[src/rtl/preproc_frame_scheduler_if.sv]
// Stream-side signal bundle for the frame scheduler.
// The scheduler observes input acceptance and output handshakes, and
// returns the per-beat frame tags.
//   in_fire    : input beat accepted by the stage (tvalid && tready)
//   out_valid  : stage output tvalid
//   out_ready  : downstream output tready
//   out_tuser  : SOF tag, high with the first output beat of a frame
//   out_tlast  : EOL tag, high with the last beat of each line
//   out_eof    : EOF tag, high with the final beat of the frame
// The master modport is the scheduler. The slave modport is the datapath or bench side.
interface preproc_frame_scheduler_if;
    logic in_fire;
    logic out_valid;
    logic out_ready;
    logic out_tuser;
    logic out_tlast;
    logic out_eof;

    modport master (
        input  in_fire, out_valid, out_ready,
        output out_tuser, out_tlast, out_eof
    );

    modport slave (
        output in_fire, out_valid, out_ready,
        input  out_tuser, out_tlast, out_eof
    );
endinterface

[src/rtl/preproc_frame_scheduler.sv]
// Frame-level sequencer for the RGB min/max normalisation stage.
// It issues the per-frame min/max clear and gates the stage enable.
// It counts accepted input beats and delivered output beats.
// It tags the output stream with SOF/EOL/EOF and reports done, abort and timeout.
// It can run frames back to back.
// Ports:
//   clk, rst        : clock, async active-high reset
//   start           : begin a frame (sampled in IDLE only)
//   abort           : cancel the current frame (ignored in IDLE)
//   continuous      : sampled in DONE, 1 -> next frame starts immediately
//   bus             : stream handshake inputs and frame tag outputs
//   pp_enable       : stage enable (high in STREAM only)
//   pp_frame_start  : stage min/max clear (high in CLEAR only)
//   busy            : any state other than IDLE
//   done, aborted   : single-cycle completion / abort pulses
//   timeout_err     : sticky watchdog flag, cleared by the next accepted start
//   in_count        : input beats accepted this frame
//   out_count       : output beats delivered this frame
//
// state    | meaning
// ---------+--------------------------------------------------
// S_IDLE   | waiting for start
// S_CLEAR  | one cycle of pp_frame_start; counters were just zeroed
// S_STREAM | stage enabled, accepting input beats
// S_DRAIN  | all inputs taken, waiting for the remaining output beats
// S_DONE   | done pulse, then restart or return to idle
module preproc_frame_scheduler #(
    parameter int WIDTH          = 640,
    parameter int HEIGHT         = 480,
    parameter int TIMEOUT_CYCLES = 65535,
    localparam int NPIX          = WIDTH * HEIGHT,
    localparam int CW            = $clog2(NPIX + 1),
    localparam int TW            = $clog2(TIMEOUT_CYCLES + 1)
) (
    input  logic                      clk,
    input  logic                      rst,
    input  logic                      start,
    input  logic                      abort,
    input  logic                      continuous,
    preproc_frame_scheduler_if.master bus,
    output logic                      pp_enable,
    output logic                      pp_frame_start,
    output logic                      busy,
    output logic                      done,
    output logic                      aborted,
    output logic                      timeout_err,
    output logic [CW-1:0]             in_count,
    output logic [CW-1:0]             out_count
);

    localparam int XW = (WIDTH > 1) ? $clog2(WIDTH) : 1;
    localparam int YW = (HEIGHT > 1) ? $clog2(HEIGHT) : 1;

    localparam logic [CW-1:0] NPIX_C     = CW'(NPIX);
    localparam logic [CW-1:0] NPIX_M1    = CW'(NPIX - 1);
    localparam logic [XW-1:0] X_LAST     = XW'(WIDTH - 1);
    localparam logic [YW-1:0] Y_LAST     = YW'(HEIGHT - 1);
    localparam logic [TW-1:0] STALL_LAST = TW'(TIMEOUT_CYCLES - 1);
    localparam logic [TW-1:0] STALL_MAX  = TW'(TIMEOUT_CYCLES);

    typedef enum logic [2:0] {
        S_IDLE,
        S_CLEAR,
        S_STREAM,
        S_DRAIN,
        S_DONE
    } state_t;

    state_t state, state_nxt;

    logic [XW-1:0] x_cnt;
    logic [YW-1:0] y_cnt;
    logic [TW-1:0] stall_cnt;

    logic out_fire;
    logic any_fire;
    logic counting;
    logic stall_tc;
    logic clr_cnt;
    logic clr_terr;
    logic set_terr;
    logic set_abort;

    assign out_fire = bus.out_valid && bus.out_ready;
    assign any_fire = bus.in_fire || out_fire;
    assign counting = (state == S_STREAM) || (state == S_DRAIN);
    // Fires on the idle cycle that would bring the stall count to TIMEOUT_CYCLES.
    assign stall_tc = counting && !any_fire && (stall_cnt == STALL_LAST);

    always_ff @(posedge clk or posedge rst) begin
        if (rst) begin
            state <= S_IDLE;
        end else begin
            state <= state_nxt;
        end
    end

    always_comb begin
        state_nxt      = state;
        clr_cnt        = 1'b0;
        clr_terr       = 1'b0;
        set_terr       = 1'b0;
        set_abort      = 1'b0;
        pp_enable      = (state == S_STREAM);
        pp_frame_start = (state == S_CLEAR);
        busy           = (state != S_IDLE);
        done           = (state == S_DONE);

        if (state != S_IDLE && abort) begin
            state_nxt = S_IDLE;
            set_abort = 1'b1;
        end else begin
            case (state)
                S_IDLE: begin
                    if (start && !abort) begin
                        state_nxt = S_CLEAR;
                        clr_cnt   = 1'b1;
                        clr_terr  = 1'b1;
                    end
                end
                S_CLEAR: begin
                    state_nxt = S_STREAM;
                end
                S_STREAM: begin
                    // Leaving STREAM on the last input beat drops pp_enable at the
                    // same edge, so the stage cannot accept beat NPIX+1.
                    if (bus.in_fire && in_count == NPIX_M1) begin
                        state_nxt = S_DRAIN;
                    end else if (stall_tc) begin
                        state_nxt = S_IDLE;
                        set_terr  = 1'b1;
                    end
                end
                S_DRAIN: begin
                    if (out_count == NPIX_C) begin
                        state_nxt = S_DONE;
                    end else if (stall_tc) begin
                        state_nxt = S_IDLE;
                        set_terr  = 1'b1;
                    end
                end
                S_DONE: begin
                    if (continuous) begin
                        state_nxt = S_CLEAR;
                        clr_cnt   = 1'b1;
                    end else begin
                        state_nxt = S_IDLE;
                    end
                end
                default: begin
                    state_nxt = S_IDLE;
                end
            endcase
        end
    end

    // Beat counters and output position. On an abort cycle, the counters
    // keep their values so the host can see how far the frame got.
    always_ff @(posedge clk or posedge rst) begin
        if (rst) begin
            in_count  <= '0;
            out_count <= '0;
            x_cnt     <= '0;
            y_cnt     <= '0;
        end else if (clr_cnt) begin
            in_count  <= '0;
            out_count <= '0;
            x_cnt     <= '0;
            y_cnt     <= '0;
        end else if (counting && !abort) begin
            if (state == S_STREAM && bus.in_fire && in_count != NPIX_C) begin
                in_count <= in_count + 1'b1;
            end
            if (out_fire && out_count != NPIX_C) begin
                out_count <= out_count + 1'b1;
                if (x_cnt == X_LAST) begin
                    x_cnt <= '0;
                    y_cnt <= (y_cnt == Y_LAST) ? '0 : y_cnt + 1'b1;
                end else begin
                    x_cnt <= x_cnt + 1'b1;
                end
            end
        end
    end

    always_ff @(posedge clk or posedge rst) begin
        if (rst) begin
            stall_cnt <= '0;
        end else if (!counting || any_fire) begin
            stall_cnt <= '0;
        end else if (stall_cnt != STALL_MAX) begin
            stall_cnt <= stall_cnt + 1'b1;
        end
    end

    always_ff @(posedge clk or posedge rst) begin
        if (rst) begin
            aborted     <= 1'b0;
            timeout_err <= 1'b0;
        end else begin
            aborted <= set_abort;
            if (clr_terr) begin
                timeout_err <= 1'b0;
            end else if (set_terr) begin
                timeout_err <= 1'b1;
            end
        end
    end

    // The tags are taken straight from the position counters, so they line
    // up with the beat currently on the bus.
    assign bus.out_tuser = bus.out_valid && (x_cnt == '0) && (y_cnt == '0);
    assign bus.out_tlast = bus.out_valid && (x_cnt == X_LAST);
    assign bus.out_eof   = bus.out_valid && (out_count == NPIX_M1);

endmodule
[src/flat_wrapper.sv]
// flat-port wrapper written by rule: the top's interface ports become plain ports
module preproc_frame_scheduler_flat 
#(
    parameter int WIDTH          = 640,
    parameter int HEIGHT         = 480,
    parameter int TIMEOUT_CYCLES = 65535,
    localparam int NPIX          = WIDTH * HEIGHT,
    localparam int CW            = $clog2(NPIX + 1),
    localparam int TW            = $clog2(TIMEOUT_CYCLES + 1)
)
  (clk, rst, start, abort, continuous, pp_enable, pp_frame_start, busy, done, aborted, timeout_err, in_count, out_count, bus_in_fire, bus_out_valid, bus_out_ready, bus_out_tuser, bus_out_tlast, bus_out_eof);
  preproc_frame_scheduler_if bus_i ();
  input  logic clk;
  input  logic rst;
  input  logic start;
  input  logic abort;
  input  logic continuous;
  output logic pp_enable;
  output logic pp_frame_start;
  output logic busy;
  output logic done;
  output logic aborted;
  output logic timeout_err;
  output logic [CW-1:0] in_count;
  output logic [CW-1:0] out_count;
  input wire logic [$bits(bus_i.in_fire)-1:0] bus_in_fire;
  input wire logic [$bits(bus_i.out_valid)-1:0] bus_out_valid;
  input wire logic [$bits(bus_i.out_ready)-1:0] bus_out_ready;
  output wire logic [$bits(bus_i.out_tuser)-1:0] bus_out_tuser;
  output wire logic [$bits(bus_i.out_tlast)-1:0] bus_out_tlast;
  output wire logic [$bits(bus_i.out_eof)-1:0] bus_out_eof;
  assign bus_i.in_fire = bus_in_fire;
  assign bus_i.out_valid = bus_out_valid;
  assign bus_i.out_ready = bus_out_ready;
  assign bus_out_tuser = bus_i.out_tuser;
  assign bus_out_tlast = bus_i.out_tlast;
  assign bus_out_eof = bus_i.out_eof;
  preproc_frame_scheduler #(.WIDTH(WIDTH), .HEIGHT(HEIGHT), .TIMEOUT_CYCLES(TIMEOUT_CYCLES)) u_core (.clk(clk), .rst(rst), .start(start), .abort(abort), .continuous(continuous), .bus(bus_i), .pp_enable(pp_enable), .pp_frame_start(pp_frame_start), .busy(busy), .done(done), .aborted(aborted), .timeout_err(timeout_err), .in_count(in_count), .out_count(out_count));
endmodule
[config.mk]
export PLATFORM = sky130hd
export DESIGN_NAME = preproc_frame_scheduler_flat
export DESIGN_NICKNAME = d
export VERILOG_FILES = /design/src/rtl/preproc_frame_scheduler_if.sv /design/src/rtl/preproc_frame_scheduler.sv /design/src/flat_wrapper.sv
export SDC_FILE = /design/constraint.sdc
export NUM_CORES = 1
export LEC_CHECK = 0
export CAP_MARGIN = 20
export CORE_UTILIZATION = 40
export CTS_CLUSTER_SIZE = 30
export DETAILED_ROUTE_END_ITERATION = 7
export PLACE_DENSITY = 0.65
export SYNTH_ARGS = -nofsm -noshare
export SYNTH_HDL_FRONTEND = slang
export SYNTH_SLANG_ARGS = --single-unit
[constraint.sdc]
create_clock -name clk -period 6.6 [get_ports clk]
set_clock_uncertainty 0.05 [all_clocks]
set_input_delay 0.66 -clock clk [delete_from_list [all_inputs] [get_ports clk]]
set_output_delay 0.66 -clock clk [all_outputs]
set_load 0.01 [all_outputs]
### After elaboration in Yosys (flattened, before gate mapping)

Cells that the tools add are included.

| word-level totals | value |
|---|---|
| bits of input ports | 8 |
| output and inout bits | 47 |
| register bits after elaboration | 78 |
| word-level logic and storage cells | 98 |

| operators by class | value |
|---|---|
| reduce and logical (&&, ||, !) cells | 33 |
| mux-type cells | 38 |
| equal/unequal tests | 14 |
| add/subtract/negate cells | 5 |

Operator list:

| kind | count |
|---|---|
| $mux 19 | 6 |
| $eq 19x19->1 const B | 3 |
| $mux 9 | 5 |
| $mux 10 | 4 |
| $add 19x1->19 const B | 2 |
| $ne 19x19->1 const B | 2 |
| $mux 16 | 2 |
| $add 16x1->16 const B | 1 |
| $eq 16x16->1 const B | 1 |
| $ne 16x16->1 const B | 1 |
| $mux 3 | 5 |
| $pmux 3 s5 | 1 |
| $logic_and 1x1->1 | 14 |
| $mux 1 | 13 |
| $reduce_bool 2->1 | 6 |
| $add 10x1->10 const B | 1 |
| $eq 10x10->1 const B | 1 |
| $logic_not 10->1 | 1 |
| $add 9x1->9 const B | 1 |
| $eq 9x9->1 const B | 1 |
| $logic_not 9->1 | 1 |
| $eq 3x2->1 const B | 2 |
| $pmux 1 s2 | 2 |
| $reduce_and 2->1 | 2 |
| 8 further kinds | 12 |

### Logic depth before layout (Yosys ltp)

| logic depth | value |
|---|---|
| depth after elaboration | 11 |
| depth in mapped cells | 8 |
| mapped depth without buffers | 7 |

### Least setup slack after synthesis

Ideal clock, no wire load.

| timing | value |
|---|---|
| path kind | in2out |
| start point | in bus_out_valid |
| end point | out bus_out_tuser |
| path slack | 4,399 ps |
| stages on the path | 4 |
| arrival | 1,491 ps |
| data required time | 5,890 ps |
| path through | inv_1 -> nor4b_1 -> nand3_1 -> nor4_1 |

| on the way | value |
|---|---|
| cells in the longest elaborated chain, start to end | 2 |

RTL lines:

| element | RTL line | source |
|---|---|---|
| from (decl) | flat_wrapper.sv:27 | `input wire logic [$bits(bus_i.out_valid)-1:0] bus_out_valid;` |
| $logic_and 1x1->1 (2 in a row) | preproc_frame_scheduler.sv:212 | `assign bus.out_tuser = bus.out_valid && (x_cnt == '0) && (y_cnt == '0);` |
| to (decl) | flat_wrapper.sv:29 | `output wire logic [$bits(bus_i.out_tuser)-1:0] bus_out_tuser;` |

No other way between the ends.

### Worst setup path after layout

Ends and elaborated chain as after synthesis.

==> impl_metrics.prom <==
# TYPE chip_impl_metric gauge
chip_impl_info{name="run_status",value="completed"} 1
chip_impl_info{name="layout_common_cells",value="dfrtp_1 (78), clkdlybuf4s50_1 (54), nand2_1 (40), nor2_1 (40), nand3_1 (34)"} 1
chip_impl_metric{name="clkLatencyLatePin",unit="ps"} 340
chip_impl_info{name="grt_setup_unrepaired",value="false"} 1
chip_impl_metric{name="seq_area_frac_synth",unit="%"} 43.18
chip_impl_info{name="worstHoldStart",value="u_core.timeout_err"} 1
chip_impl_metric{name="max_freq",unit="GHz"} 0.3002
chip_impl_info{name="timing.rr.end",value="u_core.x_cnt[5]"} 1
chip_impl_metric{name="hold_viol",unit=""} 0
chip_impl_metric{name="report.final.slew_viol_count",unit=""} 0
chip_impl_metric{name="grt_remaining_overflow",unit=""} 0
chip_impl_info{name="layout.cells.most_common",value="dfrtp_1"} 1
chip_impl_metric{name="syn-cell-area",unit="sq mm"} 0.004521
chip_impl_metric{name="static-leakage-power",unit="nW"} 2.210
chip_impl_metric{name="dr_total_vias",unit=""} 4051
chip_impl_metric{name="clk_pin_slew",unit="ps"} 50
chip_impl_metric{name="whs_path_depth",unit=""} 2
chip_impl_metric{name="synth_simple_gate_area_share",unit="%"} 28.20
chip_impl_metric{name="max-slew-margin-rel",unit="%"} 44.82
chip_impl_metric{name="ys.warnings.count",unit=""} 0
chip_impl_info{name="critical_path.reg2reg.startpoint",value="u_core.out_count[0]"} 1
chip_impl_metric{name="worstRegToRegCells",unit=""} 7
chip_impl_info{name="cts-root-buf",value="clkbuf_16"} 1
chip_impl_metric{name="core",unit="sq mm"} 0.01094
chip_impl_metric{name="dp_worst_setup_slack",unit="ps"} 3325
chip_impl_metric{name="port_buffer_cells",unit=""} 54
chip_impl_info{name="tritoncts",value="built"} 1
chip_impl_metric{name="hold_buffers",unit=""} 0
chip_impl_metric{name="post_cts_buffers",unit=""} 0
chip_impl_info{name="critPathCaptureType",value="primary output"} 1
chip_impl_metric{name="period_minus_slack",unit="ps"} 3331
chip_impl_metric{name="first_global_vias",unit=""} 3861
chip_impl_metric{name="gp_congestion",unit=""} 0.9226
chip_impl_metric{name="power_density",unit="mW/mm^2"} 195.3
chip_impl_metric{name="wire_length_of_the_first_global_routing_pass",unit="um"} 18660
chip_impl_metric{name="worstPathMaxFanout",unit=""} 3
chip_impl_info{name="synth_ff_type",value="dfrtp_1"} 1
chip_impl_metric{name="area.growth.synth_to_final",unit="%"} 21.98
chip_impl_metric{name="post_drt_wl_per_cell",unit="um"} 16.23
chip_impl_metric{name="synth_mux_area_share",unit="%"} 1.412
chip_impl_metric{name="finalNetCount",unit=""} 567
chip_impl_metric{name="route.detailed.drc",unit=""} 0
chip_impl_metric{name="timing.final.setup_violations",unit=""} 0
chip_impl_metric{name="yosys.cell_types.count",unit=""} 58
chip_impl_info{name="critPathKind",value="in2out"} 1
chip_impl_metric{name="post_cts.resized_instances",unit=""} 0
chip_impl_metric{name="dp_hpwl",unit="um"} 7615
chip_impl_metric{name="antenna-diode-count",unit=""} 0
chip_impl_metric{name="ys_async_sr_fraction",unit="%"} 100.0
chip_impl_metric{name="number_of_flops_mapped_to_enable_cells_by_yosys",unit=""} 0
chip_impl_metric{name="post_synth_inst_count",unit=""} 496
chip_impl_metric{name="post_synth.cell_area_avg",unit="sq um"} 9.114
chip_impl_metric{name="final_layout_size_suffix_gt1_share",unit="%"} 6.510
chip_impl_metric{name="maxCapViolCount",unit=""} 0
chip_impl_metric{name="finalSetupTns",unit="ps"} 0
chip_impl_info{name="cp-startpoint",value="bus_out_valid"} 1
chip_impl_metric{name="ant_nets",unit=""} 0
chip_impl_metric{name="io_pins",unit=""} 55
chip_impl_metric{name="row_count",unit=""} 38
chip_impl_metric{name="worst-r2r-setup-slack",unit="ps"} 3890
chip_impl_metric{name="vertical_die_dimension",unit="um"} 108.3
chip_impl_metric{name="postSynthRegisterBits",unit=""} 78
chip_impl_metric{name="peakVddDrop",unit="mV"} 0.1376
chip_impl_metric{name="timing_worst_slew_pin_value",unit="ps"} 816.2
chip_impl_info{name="holdCritPathClass",value="reg2reg"} 1
chip_impl_metric{name="grt_start_max_net_pins",unit=""} 79
chip_impl_metric{name="synthesized_area_fraction_occupied_by_ao_oa_aoi_and_oai_cells",unit="%"} 15.80
chip_impl_metric{name="clock_sinks",unit=""} 78
chip_impl_metric{name="cts_buffers",unit=""} 9
chip_impl_metric{name="final_cycle_utilization_of_the_critical_path",unit="%"} 50.48
chip_impl_metric{name="dieWidth",unit="um"} 108.3
chip_impl_metric{name="cp.arrival",unit="ps"} 2620
chip_impl_metric{name="fp.dieArea",unit="sq mm"} 0.01173
chip_impl_metric{name="layout_setup_ws",unit="ps"} 3269
chip_impl_metric{name="buffer_levels_on_the_longest_clock_path",unit=""} 2
chip_impl_metric{name="crit_required",unit="ps"} 5890
chip_impl_info{name="synth_top_family_by_area",value="simple AND/OR/NAND/NOR gates"} 1
chip_impl_metric{name="drt_pass1_iterations",unit=""} 5
chip_impl_metric{name="synth-xor-area-share",unit="%"} 4.844
chip_impl_metric{name="cts_max_level",unit=""} 3
chip_impl_metric{name="wl",unit="um"} 11250
chip_impl_info{name="timing.critical_path.from_type",value="input pin"} 1
chip_impl_info{name="min_delay_worst_endpoint",value="u_core.timeout_err"} 1
chip_impl_metric{name="starting_utilization_of_the_core_area",unit="%"} 41.34
chip_impl_metric{name="grt_antenna_before_repair",unit=""} 0
chip_impl_metric{name="synth.net_count",unit=""} 514
chip_impl_metric{name="grt.total_usage",unit="%"} 20.35
chip_impl_metric{name="detail_route.vias_per_cell",unit=""} 5.846
chip_impl_metric{name="post_synth_fa_ha_maj_area_fraction",unit="%"} 2.768
chip_impl_metric{name="drt_iter0_drc",unit=""} 255
-- metrics by stage --
| step | total power [mW] | cell area, sq um | hold WS [ps] | std cells | util (%) |
|---|---|---|---|---|---|
| after floorplan | 0.5399 | 4521 | 417.2 | 496 | - |
| after global placement | 0.5640 | 5181 | 463.6 | 677 | 47.38 |
| after detailed placement | 0.5659 | 5181 | 465.3 | 677 | 47.38 |
| after CTS | 1.089 | 5487 | 478.9 | 692 | 50.17 |
| after global routing | 1.116 | 5514 | 528.8 | 693 | 50.42 |
| final | 1.077 | 5514 | 467.1 | 693 | 50.42 |
-- flip-flops by register name, summed over array words and instances, names as in the netlist --
register,count
u_core.aborted,1
u_core.in_count,19
u_core.out_count,19
u_core.stall_cnt,16
u_core.state,3
u_core.timeout_err,1
u_core.x_cnt,10
u_core.y_cnt,9
-- metal layers --
layer	up-vias	GRT usage (%)	routed length, um
met5	-	0	0
met1	2013	25.82	4998
met4	0	5.792	90
met2	86	34.30	5578
li1	1947	-	-
met3	5	5.063	582
-- area by class of cell --
class,instances,area (sq um)
Multi-Input combinational cell,377,2397
Inverter,25,93.84
Timing Repair Buffer,58,590.6
Tap cell,140,175.2
Clock buffer,11,232.7
Fill cell,1044,5421
Sequential cell,78,1952
Clock inverter,4,72.57
-- worst max-delay path, cell delays in order --
cell             delay [ps]
clkdlybuf4s50_1         530
inv_1                   120
nor4b_1                 300
nand3_1                 110
nor4_1                  290
clkdlybuf4s50_1         600
-- worst max path at each step --
stage / endpoint / slack (ps) / depth (start not counted)
2_1_floorplan: u_core.aborted / 3890 / 1
3_3_place_gp: bus_out_tuser / 3260 / 6
3_5_place_dp: bus_out_tuser / 3330 / 6
4_1_cts: bus_out_tuser / 3290 / 6
5_1_grt: bus_out_tuser / 3150 / 6
6_report: bus_out_tuser / 3270 / 6
-- cell usage after synthesis, drive strengths merged, types with 3 or more instances --
cell type | n | share of area (%)
dfrtp | 78 | 43
nor2 | 42 | 3.6
nand2 | 40 | 3.3
nand3 | 34 | 3.8
o21ai | 30 | 3.4
inv | 25 | 2.1
a21oi | 24 | 2.7
nand4 | 18 | 2.8
xor2 | 18 | 3.5
or3 | 17 | 2.5
and3 | 16 | 2.2
o31ai | 14 | 2.3
o211ai | 12 | 2.1
nor3 | 11 | 1.6
or4 | 11 | 2.0
buf | 10 | 1.2
ha | 10 | 2.8
nor4 | 10 | 1.4
xnor2 | 7 | 1.4
and2 | 6 | 0.83
and4 | 6 | 1.2
clkbuf | 6 | 0.50
mux2i | 6 | 1.4
nor4b | 4 | 0.77
nand2b | 3 | 0.42
o2111ai | 3 | 0.58
o311ai | 3 | 0.58
or2 | 3 | 0.42
-- cell families (layout without fill, tap and decap cells) --
family,count (synthesis),count (layout)
AOI/OAI and AO/OA,107,107
xor gates and xnor gates,25,25
adders and majority gates,10,10
buffers and inverters,41,98
DFF,78,78
muxes,6,6
and+or+nand+nor,229,229
-- power breakdown --
| group | internal (mW) | leakage, nW | switching (mW) |
|---|---|---|---|
| clock network | 0.328 | 0.146 | 0.190 |
| logic | 0.0245 | 0.983 | 0.0435 |
| registers | 0.484 | 1.08 | 0.00740 |
| total | 0.837 | 2.21 | 0.241 |
No activity file was read; power rests on OpenSTA's default activity.
